## config.mk

```make
export PLATFORM = sky130hd
export DESIGN_NAME = memory_arbiter
export DESIGN_NICKNAME = d
export VERILOG_FILES = /design/src/rtl/memory_arbiter.sv
export SDC_FILE = /design/constraint.sdc
export NUM_CORES = 1
export LEC_CHECK = 0
export ABC_CLOCK_PERIOD_IN_PS = 2300
export BUFFER_PORTS_ARGS = -buffer_cell sky130_fd_sc_hd__buf_2
export CELL_PAD_IN_SITES_DETAIL_PLACEMENT = 1
export CELL_PAD_IN_SITES_GLOBAL_PLACEMENT = 1
export CORE_AREA = 2 2 162 164
export DETAILED_ROUTE_END_ITERATION = 10
export DIE_AREA = 0 0 164 166
export PLACE_DENSITY = 0.73
export SLEW_MARGIN = 20
export SYNTH_ARGS = -nofsm -noshare
export SYNTH_HDL_FRONTEND = slang
export SYNTH_SLANG_ARGS = --single-unit
```

## constraint.sdc

```tcl
create_clock -name clk -period 2.3 [get_ports clk]
set_input_delay 0.345 -clock clk [delete_from_list [all_inputs] [get_ports clk]]
set_output_delay 0.345 -clock clk [all_outputs]
set_load 0.005 [all_outputs]
```

## src/rtl/memory_arbiter.sv

```systemverilog
// memory_arbiter: shares one single-outstanding memory controller among
// NUM_REQ requesters. Round-robin grant, one transaction in flight:
// accept -> issue -> wait -> respond. All handshake outputs are registered.
module memory_arbiter #(
  parameter int NUM_REQ = 4,
  parameter int IDX_W   = $clog2(NUM_REQ)
) (
  input  logic                   clk,
  input  logic                   rst_n,
  input  logic [NUM_REQ-1:0]     req_addr_valid,
  input  logic [32*NUM_REQ-1:0]  req_addr,
  input  logic [NUM_REQ-1:0]     req_data_valid,
  input  logic [32*NUM_REQ-1:0]  req_data,
  output logic [NUM_REQ-1:0]     req_ready,
  output logic [NUM_REQ-1:0]     resp_valid,
  output logic [31:0]            resp_data,
  input  logic [NUM_REQ-1:0]     resp_ready,
  output logic                   mc_addr_valid,
  output logic [31:0]            mc_addr,
  output logic                   mc_data_valid,
  output logic [31:0]            mc_data,
  input  logic                   mc_ready,
  input  logic                   mc_send_valid,
  input  logic [31:0]            mc_send_data,
  output logic                   mc_send_ready,
  output logic [IDX_W-1:0]       gnt_id,
  output logic                   busy
);

  localparam logic [2:0] S_IDLE   = 3'd0;
  localparam logic [2:0] S_ACCEPT = 3'd1;
  localparam logic [2:0] S_ISSUE  = 3'd2;
  localparam logic [2:0] S_WAIT   = 3'd3;
  localparam logic [2:0] S_RESP   = 3'd4;

  logic [2:0]       state;
  logic [IDX_W-1:0] gnt;
  logic [IDX_W-1:0] last;

  logic             pick_valid;
  logic [IDX_W-1:0] pick_idx;

  logic             sel_valid;
  logic             sel_ready;
  logic             sel_write;
  logic [31:0]      sel_addr;
  logic [31:0]      sel_data;
  logic             sel_resp_valid;
  logic             sel_resp_ready;

  // Next grant: first requesting port scanning last+1, last+2, ... modulo NUM_REQ.
  always_comb begin
    // NOTE: every signal written here gets a default first, so no path can leave it unassigned and infer a latch.
    pick_valid = 1'b0;
    pick_idx   = '0;
    for (int k = 1; k <= NUM_REQ; k++) begin
      for (int i = 0; i < NUM_REQ; i++) begin
        if (!pick_valid && req_addr_valid[i] && (i == (int'(last) + k) % NUM_REQ)) begin
          pick_valid = 1'b1;
          pick_idx   = IDX_W'(i);
        end
      end
    end
  end

  // Route the granted requester's request and response handshake signals.
  always_comb begin
    sel_valid      = 1'b0;
    sel_ready      = 1'b0;
    sel_write      = 1'b0;
    sel_addr       = '0;
    sel_data       = '0;
    sel_resp_valid = 1'b0;
    sel_resp_ready = 1'b0;
    for (int i = 0; i < NUM_REQ; i++) begin
      if (IDX_W'(i) == gnt) begin
        sel_valid      = req_addr_valid[i];
        sel_ready      = req_ready[i];
        sel_write      = req_data_valid[i];
        sel_addr       = req_addr[32*i +: 32];
        sel_data       = req_data[32*i +: 32];
        sel_resp_valid = resp_valid[i];
        sel_resp_ready = resp_ready[i];
      end
    end
  end

  // Transaction FSM: grant, accept request, issue to controller, wait for data, respond.
  always_ff @(posedge clk or negedge rst_n) begin
    // NOTE: non-blocking (<=) so every register update in this block sees the pre-edge values of the others.
    if (!rst_n) begin
      state         <= S_IDLE;
      last          <= IDX_W'(NUM_REQ - 1);
      gnt           <= '0;
      req_ready     <= '0;
      resp_valid    <= '0;
      resp_data     <= '0;
      mc_addr_valid <= 1'b0;
      mc_addr       <= '0;
      mc_data_valid <= 1'b0;
      mc_data       <= '0;
      mc_send_ready <= 1'b0;
    end else begin
      case (state)
        S_IDLE: begin
          if (pick_valid) begin
            gnt       <= pick_idx;
            req_ready <= NUM_REQ'(1) << pick_idx;
            state     <= S_ACCEPT;
          end
        end
        S_ACCEPT: begin
          req_ready <= '0;
          if (sel_valid && sel_ready) begin
            mc_addr       <= sel_addr;
            mc_data       <= sel_data;
            mc_addr_valid <= 1'b1;
            mc_data_valid <= sel_write;
            state         <= S_ISSUE;
          end else begin
            // Requester withdrew before the transfer: abandon, keep fairness pointer.
            state <= S_IDLE;
          end
        end
        S_ISSUE: begin
          if (mc_addr_valid && mc_ready) begin
            mc_addr_valid <= 1'b0;
            mc_data_valid <= 1'b0;
            mc_addr       <= '0;
            mc_data       <= '0;
            mc_send_ready <= 1'b1;
            state         <= S_WAIT;
          end
        end
        S_WAIT: begin
          if (mc_send_valid && mc_send_ready) begin
            resp_data     <= mc_send_data;
            mc_send_ready <= 1'b0;
            resp_valid    <= NUM_REQ'(1) << gnt;
            state         <= S_RESP;
          end
        end
        S_RESP: begin
          if (sel_resp_valid && sel_resp_ready) begin
            resp_valid <= '0;
            resp_data  <= '0;
            last       <= gnt;
            gnt        <= '0;
            state      <= S_IDLE;
          end
        end
        default: begin
          req_ready     <= '0;
          resp_valid    <= '0;
          mc_addr_valid <= 1'b0;
          mc_data_valid <= 1'b0;
          mc_send_ready <= 1'b0;
          state         <= S_IDLE;
        end
      endcase
    end
  end

  assign gnt_id = gnt;
  assign busy   = (state != S_IDLE);

endmodule

```

==> results.md <==
* CP max stage delay at 570 ps
* P_leak at 5.06 nW
* Crit path kind: reg -> reg
* Vias/cell at 4.84
* Commonest non-fill, non-tap cell in the layout: buf_2
* Count of cell types in the netlist at 43
* Post-CTS setup buffer count at 0
* Setup violators final at 0
* Post-Synthesis Cell Area at 0.00672 mm2
* Post-CTS Resized at 0
* Final non-filler cell area at a little under 0.01 mm2
* R2r startpoint: gnt_id[0]$_DFFE_PN0P_
* Post-Synth Adder-Cell Area at 0%
* Slew headroom at a little over 50%
* Die area at 0.0272 mm2
* Area Overhead vs Synth at 46.3%
* Post-synthesis cell count at between 600 and 700
* Simple-gate area share of the yosys netlist at 15.1%
* # fillers at 3036
* # clock sinks at 114
* Worst min path class: in -> reg
* Nets at 1312
* Die W at 164 um
* Largest family of logic cells by synthesized area: multiplexers
* R2R Setup Slk at 320 ps
* Reg-to-Reg End: mc_data[28]$_DFFE_PN0P_
* DRT Wirelength at 26600 um
* Dpl ws at 199 ps
* Worst Max-Slew Pin Slew at 722 ps
* Peak VDD IR at 0.299 mV
* Initial DRT Pass Iterations at 4
* I/O Pins at between 400 and 500
* CORE AREA at 0.0256 mm2
* TritonCTS Buffers at 17
* Die Ht at around 170 um
* Clock Skew at 13.6 ps
* Tot Pwr at 5.74 mW
* Status: finished clean
* # H-tree levels at 4
* Share of layout cells above drive strength 1 at between 50% and 60%
* CP Launch Point: gnt_id[0]$_DFFE_PN0P_
* Overflow after GRT at 0
* Ys Warns at 0
* DR DRC count at 0
* Clk Latency, worst-skew pair at 410 ps
* Max-capacitance violation count at 0
* CP Capture Point: mc_data[28]$_DFFE_PN0P_
* Initial core utilization at 26.2%
* Clk buf depth at 2
* Vias in the first global route at 7297
* First-pass GRT wire length at slightly above 40000 um
* CP cell instances: mux4_2 -> nor4_4 -> buf_12 -> mux2i_1
* Fin cells at around 1400
* Site Rows at 59
* Gr usage total at 19.7%
* Final Hold Vio Count at 0
* Fin. max-slew vios at 0
* Commonest non-fill, non-tap cells in the layout: buf_2, nand2_1, dfrtp_1, mux4_2, mux2i_1
* Cell Pwr Density at 584 mW/mm2
* Clk root buf: clkbuf_16
* DR WL/cell at 19.6 um
* Synth Register Bits at 114
* Register area share after synthesis at 42.5%
* Worst-path maximum fanout at 42
* Setup ws final at 318 ps
* CTS tree: built
* Placed Cells at 1323
* Post-synth EDFFs at 0
* Synth Area in Compound Gates at 5.88%
* CP required at 2630 ps
* Dpl hpwl at 21000 um
* Critical Path AT at 2310 ps
* RSZ-0062 raised after global routing: no
* GPL Wtd Cong at 0.814
* WHS at 147 ps
* F_max at slightly above 0.5 GHz
* Largest net degree at the start of global routing at approximately 60
* Synth Flop Type: dfrtp_1
* Final TNS setup at 0 ps
* IO Port Bufs at 413
* Syn avg cell area at around 11 um2
* XOR/XNOR Fraction of Synth Area at 0%
* Post-synthesis mux area share at 32.3%
* Placed inst area at 0.00917 mm2
* Period utilization at 86.2%
* Synth async-reset ratio at 100%
* Antenna violations before repair at 7
* CP max stage cell: mux4_2
* Antenna Nets Post-Route at 0
* Clock-pin transition on the worst setup and hold timing paths at around 60 ps
* Iter 0 DRT Violations at roughly 360
* Final critical-path required period at 1980 ps
* Setup crit end kind: flop
* Startpoint Class: flop
* Hold bufs inserted after CTS at 1
* Via count at 6571
* R2R depth at 4
* Syn nets at 913
* Utilization after layout at a little under two fifths
-- sequential cells by signal, indices dropped and copies added (netlist names) --
signal,count
gnt_id,2
last,2
mc_addr,32
mc_addr_valid,1
mc_data,32
mc_data_valid,1
mc_send_ready,1
req_ready,4
resp_data,32
resp_valid,4
state,3
-- layout make-up --
type	instances	area [um2]	area share [%]
diodes	3	7.51	0.0763
clock buffers	19	443	4.50
clock inverters	13	208	2.11
inverters	2	7.51	0.0763
multi-input cells	440	3590	36.5
flip-flops and latches	114	2860	29.1
well taps	335	419	4.26
repair buffers	433	2300	23.4
-- worst max-delay path: cells and delay by family (launching register included) --
| family | cells | cell delay, ps |
|---|---|---|
| buffers and inverters | 1 | 330 |
| flip-flops | 1 | 410 |
| multiplexers | 2 | 820 |
| AND/OR/NAND/NOR | 1 | 300 |
-- cell usage after synthesis (2+ instances only) --
cell type  instances  area share, %
a32o_1             2           0.30
inv_1              2           0.11
o311ai_0           2           0.26
nor3_1             2           0.15
o2bb2ai_1          6           0.78
and3b_1            2           0.26
nand3_1            6           0.45
o21ai_1           32            2.4
buf_1              2           0.11
nand2b_1           3           0.28
buf_8              4           0.89
buf_6              2           0.34
dfrtp_1          112             42
a21oi_1            5           0.37
nor3b_1            2           0.22
nor2b_1            3           0.28
dfstp_2            2           0.78
buf_2             13           0.97
clkbuf_1          31            1.7
mux2i_1           64            9.5
a21o_1             4           0.45
nand3b_1           3           0.34
or2_2              2           0.19
o21ai_0            6           0.45
nor2_1             7           0.39
nand2_1          206             12
mux2_1             2           0.34
mux4_2            67             22
-- cells by family (layout without fill, tap and decap cells) --
family                 after synthesis  in the layout
AO/OA/AOI/OAI                       64             64
buffers and inverters               55            467
flip-flops                         114            114
multiplexers                       133            133
other                                0              3
AND/OR/NAND/NOR                    243            243
-- power by group --
group | switching [mW] | total (mW) | internal (mW)
sequential | 0.00850 | 2.02 | 2.02
clock | 1.01 | 2.96 | 1.96
combinational | 0.327 | 0.754 | 0.427
total | 1.34 | 5.74 | 4.40
-- worst min path at each step --
stage | start | endpoint | slack (ps) | cells past startpoint
floorplan | rst_n | gnt_id[0]$_DFFE_PN0P_ | 50 | 0
global placement | rst_n | resp_data[0]$_DFFE_PN0P_ | 290 | 1
detailed placement | rst_n | resp_data[0]$_DFFE_PN0P_ | 300 | 1
CTS | mc_send_data[22] | resp_data[22]$_DFFE_PN0P_ | 120 | 3
global route | mc_send_data[18] | resp_data[18]$_DFFE_PN0P_ | 140 | 3
finish | mc_send_data[10] | resp_data[10]$_DFFE_PN0P_ | 150 | 3
-- routing by layer --
metal	vias up	share of wire, %	global-route usage [%]
met1	3245	39	23.5
met3	40	8.7	6.19
met2	303	49	33.7
met4	4	2.7	6.45
met5	-	0.083	0
li1	2979	-	-
No activity file was read; power rests on OpenSTA's default activity.
